$ cat config.mk
export PLATFORM = sky130hd
export DESIGN_NAME = mem_interface
export DESIGN_NICKNAME = d
export VERILOG_FILES = /design/src/rtl/mem_if_pkg.sv /design/src/rtl/mem_wait_timer.sv /design/src/rtl/mem_interface.sv
export SDC_FILE = /design/constraint.sdc
export NUM_CORES = 1
export LEC_CHECK = 0
export ABC_AREA = 1
export CAP_MARGIN = 20
export CELL_PAD_IN_SITES_DETAIL_PLACEMENT = 1
export CELL_PAD_IN_SITES_GLOBAL_PLACEMENT = 1
export CORE_MARGIN = 4
export CORE_UTILIZATION = 28
export CTS_CLUSTER_SIZE = 12
export DETAILED_ROUTE_END_ITERATION = 7
export MAX_ROUTING_LAYER = met4
export PLACE_DENSITY_LB_ADDON = 0.1
export SETUP_SLACK_MARGIN = 0.2
export SYNTH_ARGS = -nofsm -noshare
export SYNTH_HDL_FRONTEND = slang
export SYNTH_HIERARCHICAL = 1
export SYNTH_SLANG_ARGS = --single-unit
export TNS_END_PERCENT = 10
$ cat constraint.sdc
create_clock -name clock -period 4.15 [get_ports clock]
set_input_delay 0.83 -clock clock [delete_from_list [all_inputs] [get_ports clock]]
set_output_delay 0.83 -clock clock [all_outputs]
set_load 0.1 [all_outputs]
$ cat src/rtl/mem_if_pkg.sv
// mem_if_pkg
// Shared definitions for the MAR/MDR memory-interface unit.
//   - DEF_DATA_W / DEF_ADDR_W / DEF_TIMEOUT : default parameter values
//   - state_t, IDLE, ACCESS                 : transaction FSM encoding
package mem_if_pkg;

    localparam int DEF_DATA_W  = 32;
    localparam int DEF_ADDR_W  = 9;
    localparam int DEF_TIMEOUT = 15;

    // A plain vector type with named constants keeps the encoding visible
    // to older tools and waveform viewers.
    typedef logic [0:0] state_t;

    localparam state_t IDLE   = 1'b0;
    localparam state_t ACCESS = 1'b1;

endpackage

$ cat src/rtl/mem_wait_timer.sv
// mem_wait_timer
// Counts the cycles a memory request has been outstanding and raises
// 'expired' on the cycle whose edge would be the TIMEOUT-th without ack.
// Ports:
//   clock   in  system clock, rising edge
//   clear   in  asynchronous active-low reset
//   start   in  restart the count from zero (transaction accepted)
//   count   in  advance the count by one (waiting, no ack this cycle)
//   expired out high while the count equals TIMEOUT-1; never high when TIMEOUT=0
module mem_wait_timer
    import mem_if_pkg::*;
#(
    parameter int TIMEOUT = DEF_TIMEOUT
) (
    input  logic clock,
    input  logic clear,
    input  logic start,
    input  logic count,
    output logic expired
);

    // A zero-width counter is illegal, so a disabled timer keeps one bit.
    localparam int CNT_W = (TIMEOUT > 0) ? $clog2(TIMEOUT + 1) : 1;
    localparam logic [CNT_W-1:0] LAST = (TIMEOUT > 0) ? CNT_W'(TIMEOUT - 1) : '0;
    localparam logic [CNT_W-1:0] MAX  = '1;

    logic [CNT_W-1:0] cnt;

    // Saturate rather than wrap so a long wait with the timeout disabled
    // can never alias back onto the terminal value.
    always_ff @(posedge clock or negedge clear) begin
        if (!clear) begin
            cnt <= '0;
        end else if (start) begin
            cnt <= '0;
        end else if (count && (cnt != MAX)) begin
            cnt <= cnt + 1'b1;
        end
    end

    assign expired = (TIMEOUT != 0) && (cnt == LAST);

endmodule

$ cat src/rtl/mem_interface.sv
// mem_interface
// MAR/MDR unit driving an external memory over a req/ack handshake with
// arbitrary wait states and an optional request timeout.
// Ports:
//   clock, clear            clock and asynchronous active-low reset
//   bus_in, MARin, MDRin    internal bus and register load strobes
//   read, write             transaction start (read wins if both)
//   mdr_out, mar_out        register contents
//   mem_req, mem_we         registered request and direction
//   mem_addr, mem_wdata     follow MAR and MDR
//   mem_rdata, mem_ack      memory response
//   busy, done, err         status: in progress, completion pulse, sticky timeout
//   err_clr                 clears err
module mem_interface
    import mem_if_pkg::*;
#(
    parameter int DATA_W  = DEF_DATA_W,
    parameter int ADDR_W  = DEF_ADDR_W,
    parameter int TIMEOUT = DEF_TIMEOUT
) (
    input  logic              clock,
    input  logic              clear,
    input  logic [DATA_W-1:0] bus_in,
    input  logic              MARin,
    input  logic              MDRin,
    input  logic              read,
    input  logic              write,
    output logic [DATA_W-1:0] mdr_out,
    output logic [ADDR_W-1:0] mar_out,
    output logic              mem_req,
    output logic              mem_we,
    output logic [ADDR_W-1:0] mem_addr,
    output logic [DATA_W-1:0] mem_wdata,
    input  logic [DATA_W-1:0] mem_rdata,
    input  logic              mem_ack,
    output logic              busy,
    output logic              done,
    output logic              err,
    input  logic              err_clr
);

    state_t            state;
    logic [ADDR_W-1:0] mar;
    logic [DATA_W-1:0] mdr;
    logic              timer_start;
    logic              timer_count;
    logic              expired;

    // The timer restarts when a transaction is accepted and advances on
    // every waiting cycle that does not complete.
    assign timer_start = (state == IDLE) && (read || write);
    assign timer_count = (state == ACCESS) && !mem_ack;

    mem_wait_timer #(
        .TIMEOUT (TIMEOUT)
    ) u_timer (
        .clock   (clock),
        .clear   (clear),
        .start   (timer_start),
        .count   (timer_count),
        .expired (expired)
    );

    // Single sequential block for the FSM, MAR/MDR and status flags.
    // Register loads and new requests are honoured only in IDLE so the
    // address and data presented to memory stay frozen while it works.
    // err_clr is applied first so a timeout on the same edge overrides it.
    always_ff @(posedge clock or negedge clear) begin
        if (!clear) begin
            state   <= IDLE;
            mar     <= '0;
            mdr     <= '0;
            mem_req <= 1'b0;
            mem_we  <= 1'b0;
            done    <= 1'b0;
            err     <= 1'b0;
        end else begin
            done <= 1'b0;
            if (err_clr) begin
                err <= 1'b0;
            end
            case (state)
                IDLE: begin
                    if (MARin) begin
                        mar <= bus_in[ADDR_W-1:0];
                    end
                    if (MDRin) begin
                        mdr <= bus_in;
                    end
                    if (read || write) begin
                        state   <= ACCESS;
                        mem_req <= 1'b1;
                        mem_we  <= write & ~read;
                    end
                end
                ACCESS: begin
                    if (mem_ack) begin
                        state   <= IDLE;
                        mem_req <= 1'b0;
                        mem_we  <= 1'b0;
                        done    <= 1'b1;
                        if (!mem_we) begin
                            mdr <= mem_rdata;
                        end
                    end else if (expired) begin
                        state   <= IDLE;
                        mem_req <= 1'b0;
                        mem_we  <= 1'b0;
                        done    <= 1'b1;
                        err     <= 1'b1;
                    end
                end
                default: begin
                    state <= IDLE;
                end
            endcase
        end
    end

    assign busy      = (state == ACCESS);
    assign mar_out   = mar;
    assign mdr_out   = mdr;
    assign mem_addr  = mar;
    assign mem_wdata = mdr;

endmodule

# [Word-level counts from Yosys, hierarchy flattened]
# Index checks and enable logic that the tools add are counted.
[word_totals] out_inout_bits=87 reg_bits=50 input_bits=72
[op_classes] n_addsub=1 mux=23 reduce_logical=9 bitwise_logic=3 eq_ne=7
[op_table] cell="two-way mux 32 bit" count=3
[op_table] cell="case mux 32 bit (2 select lines)" count=1
[op_table] cell="two-way mux 1 bit" count=14
[op_table] cell="two-way mux 4 bit" count=2
[op_table] cell="!= test 2 bit, second input constant" count=3
[op_table] cell="case mux 1 bit (2 select lines)" count=3
[op_table] cell="adder 4 x 1 -> 4 bit, second input constant" count=1
[op_table] cell="== test 4 bit, second input constant" count=1
[op_table] cell="!= test 4 bit, second input constant" count=1
[op_table] cell="AND reduction 2 bit" count=2
[op_table] cell="logical AND 1 bit" count=3
[op_table] cell="!= test 3 x 2 -> 1 bit, second input constant" count=1
[op_table] cell="AND reduction 3 bit" count=1
[op_table] cell="!= test 2 x 1 -> 1 bit, second input constant" count=1
[op_table] cell="NOT 1 bit" count=2
[op_table] cell="nonzero test 2 bit" count=1
[op_table] cell="bitwise AND 1 bit" count=1
[op_table] cell="zero test 1 bit" count=1
[op_table] cell="logical OR 1 bit" count=1

# [Longest topological paths before layout]
[depth] word_depth=5 depth_mapped=9 mapped_depth_nobuf=8

# [Hierarchy]
# Netlist, hierarchy kept.
[by_module_without_submodules] mod="mem_interface" seq_area_each_um2=1151.1 cells_per_inst=353 instances=1 area_each_um2=2555.0
[by_module_without_submodules] mod="mem_wait_timer" seq_area_each_um2=100.1 cells_per_inst=31 instances=1 area_each_um2=241.5

# [Worst setup path before layout]
# No wires, ideal clock.
[synth_path] path_type="reg-to-output" from="register mar[0], in the netlist mar_out[0]" to="output port mem_addr[0]" arrival_ps=1340 path_buffers=1 stages_incl_launch_ff=2 slack_ps=1980 path_cell_list="dfrtp_1 -> buf_4"
[synth_rtl] element="from (decl)" line="mem_interface.sv:43" rtl="logic [ADDR_W-1:0] mar;"
[synth_rtl] element="from (signal assigned)" line="mem_interface.sv:85" rtl="mar <= bus_in[ADDR_W-1:0];"
[synth_rtl] element="to (decl)" line="mem_interface.sv:32" rtl="output logic [ADDR_W-1:0] mem_addr,"
# No word-level cell between the ends.

# [Worst setup path in the final report]
[layout_path] from="register mem_we" to="output port mem_we"
[layout_rtl] element="from (decl)" line="mem_interface.sv:31" rtl="output logic mem_we,"
[layout_rtl] element="from (signal assigned)" line="mem_interface.sv:93" rtl="mem_we <= write & ~read;"
# No word-level cell between the ends.

==> impl_metrics.yaml <==
die:
  die_area_sq_um: 11700
  initial_core_util: 0.287
  fp.dieH_um: 108
  die_x_um: 108
  rows: 36
  pin_count: 159
  core_area_sq_um: 9730
synth:
  synthArstFlopShare: 1.00
  yosysMostFrequentCell: "nand2_1"
  synthSimpleGateAreaFrac: 0.369
  synth_top_area_frac: 0.447
  synth-seq-cells: 50
  synthTopCellsByArea: "dfrtp_1 (45%), nand2_1 (27%), buf_4 (12%)"
  synth-compound-area-share: 0.00761
  synth.distinct_cells: 21
  seq_area_frac_synth: 0.447
  muxShareOfSynthArea: 0
  synthAdderAreaFrac: 0.00895
  synth_top_family_by_area: "simple AND/OR/NAND/NOR gates"
  synthCells: 384
  synth-xor-area-share: 0.00313
  yosys.area.top_type: "dfrtp_1"
  synth_common_cells: "nand2_1 (200), dfrtp_1 (50), nand3_1 (46)"
  postSynthAreaPerCell_sq_um: 7.28
  syn_nets: 458
  synth_flop_cell: "dfrtp_1"
  synth_edf_count: 0
  synth_warnings: 6
  synth_area_sq_um: 2800
sta:
  setup_viol: 0
  period_share: 0.655
  fin_ws_ps: 1430
  tns_ps: 0
  fin_crit_ps: 2720
  worst_pin_slew_ps: 997
  slew-limit-headroom: 0.333
  slew_viol_final: 0
  rsz0062_at_grt: "false"
  clock_skew_ps: 10.5
  hold_viol: 0
  max_clock_freq_mhz: 368
cts:
  post_cts_resized: 0
  clkSinkCount: 50
  clk_pin_slew_ps: 100
  cts_tree: "yes"
  cts_max_level: 2
  cts_buffer_depth: 2
  clk_latency_ps: 300
  cts_buffers: 5
  ctsHoldBuffers: 0
  post_cts_buffers: 0
  cts-root-buf: "clkbuf_8"
worst_setup_path:
  reg2reg_slack_ps: 2220
  crit_slowest_cell: "clkdlybuf4s50_1"
  required_ps: 3320
  endpoint_kind: "output pin"
  cp_num_buf_inv: 1
  path_cells: "clkdlybuf4s50_1"
  path_class: "flop to output pin"
  cp.arrival_ps: 1890
  startpoint_type: "flop"
  path_max_fanout: 4
  crit_family: "buffers and inverters"
  slowest_delay_ps: 1160
finish:
  stdcell_count: 629
  drive_above_1_share: 0.0383
  layout.nets: 569
  fill_cells: 1238
  antenna_cells: 0
  syn_to_final_growth_pct: 53.2
route:
  firstDrtPassIters: 4
  routedWlPerCell_um: 15.6
  drc: 0
  postRouteAntennaNets: 0
  drtIter0Drc: 93
  vias: 2865
  wirelength_um: 9840
  vias_per_cell: 4.55
global_routing:
  antenna_found_initial: 0
  grtUsageTotal: 0.174
  grt_pass1_vias: 2974
  grt_pass1_wl_um: 15600
  grt-ovfl-total: 0
  grt_max_degree: 46
place:
  place_congestion: 0.791
  dpl.cell_count: 621
  hpwlAfterDp_um: 7180
  io_buffers: 158
  place_ws_ps: 1520
run_status:
  outcome: "complete, no violations"
run:
  maxCapViolCount: 0
worst_hold_path:
  min_path_type: "flop to flop"
==> metrics by stage <==
step / hold WS [ps] / util / area [sq um]
after global placement: 466 / 0.428 / 4170
after global routing: 549 / 0.440 / 4280
after floorplan: 503 / - / 2800
final: 506 / 0.440 / 4280
after detailed placement: 480 / 0.428 / 4170
after CTS: 514 / 0.440 / 4280
==> per-layer routing <==
layer | vias to the layer above | share of wire | global-route usage | routed length, um
li1 | 1365 | - | - | -
met1 | 1388 | 0.45 | 0.217 | 4460
met2 | 104 | 0.48 | 0.293 | 4740
met3 | 8 | 0.049 | 0.0322 | 478
met4 | 0 | 0.016 | 0.0433 | 158
met5 | - | 0 | - | 0
==> registers in the layout, summed over array words and instances, names as in the netlist <==
register	flops
mem_req	1
mem_we	1
u_timer/cnt	4
done	1
err	1
mdr_out	32
busy	1
mar_out	9
==> layout by cell type (no fill, tap or decap) <==
cell | netlist | layout
nor2_1 | 2 | 2
nand3b_1 | 1 | 1
buf_2 | 12 | 1
clkinvlp_4 | 0 | 2
bufinv_16 | 0 | 1
inv_2 | 1 | 1
dfrtp_1 | 50 | 50
nand4_1 | 2 | 2
o21ai_0 | 2 | 2
xor2_1 | 1 | 1
nand3_2 | 1 | 1
and3_1 | 1 | 1
o22ai_1 | 1 | 1
clkdlybuf4s50_1 | 0 | 156
inv_1 | 12 | 12
nand2_1 | 200 | 200
clkbuf_8 | 0 | 5
clkinv_2 | 1 | 1
buf_4 | 45 | 6
ha_1 | 2 | 2
nand3_1 | 46 | 46
o21ai_1 | 1 | 1
nand2_2 | 1 | 1
==> cell type report <==
class	count	area, sq um	share of cell area
clock buffer	5	68.8	0.0161
clock inverter	3	45.0	0.0105
inverter	14	53.8	0.0126
multi-input combinational	261	1090	0.254
sequential	50	1250	0.292
tap	133	166	0.0389
timing repair buffer	163	1610	0.376
==> cells by family (layout without fill, tap and decap cells) <==
kind of cell | Yosys count | in the layout
and+or+nand+nor | 254 | 254
buffers and inverters | 73 | 185
DFF | 50 | 50
AOI/OAI and AO/OA | 4 | 4
adders and majority gates | 2 | 2
xor gates and xnor gates | 1 | 1
==> worst paths after layout <==
check | cells past startpoint | to | start
worst min-delay path | 2 | mem_req | mem_req
worst max register to register | 5 | mdr_out[13] | busy
min in group asynchronous | 1 | mdr_out[16] | clear
max in group asynchronous | 2 | u_timer/cnt[2] | clear
worst min register to register | 2 | mem_req | mem_req
worst max-delay path | 1 | mem_we | mem_we
Power is left out: the tool's default activity adds up to more than one toggle a clock period on the data nets, which glitch-free logic cannot reach.
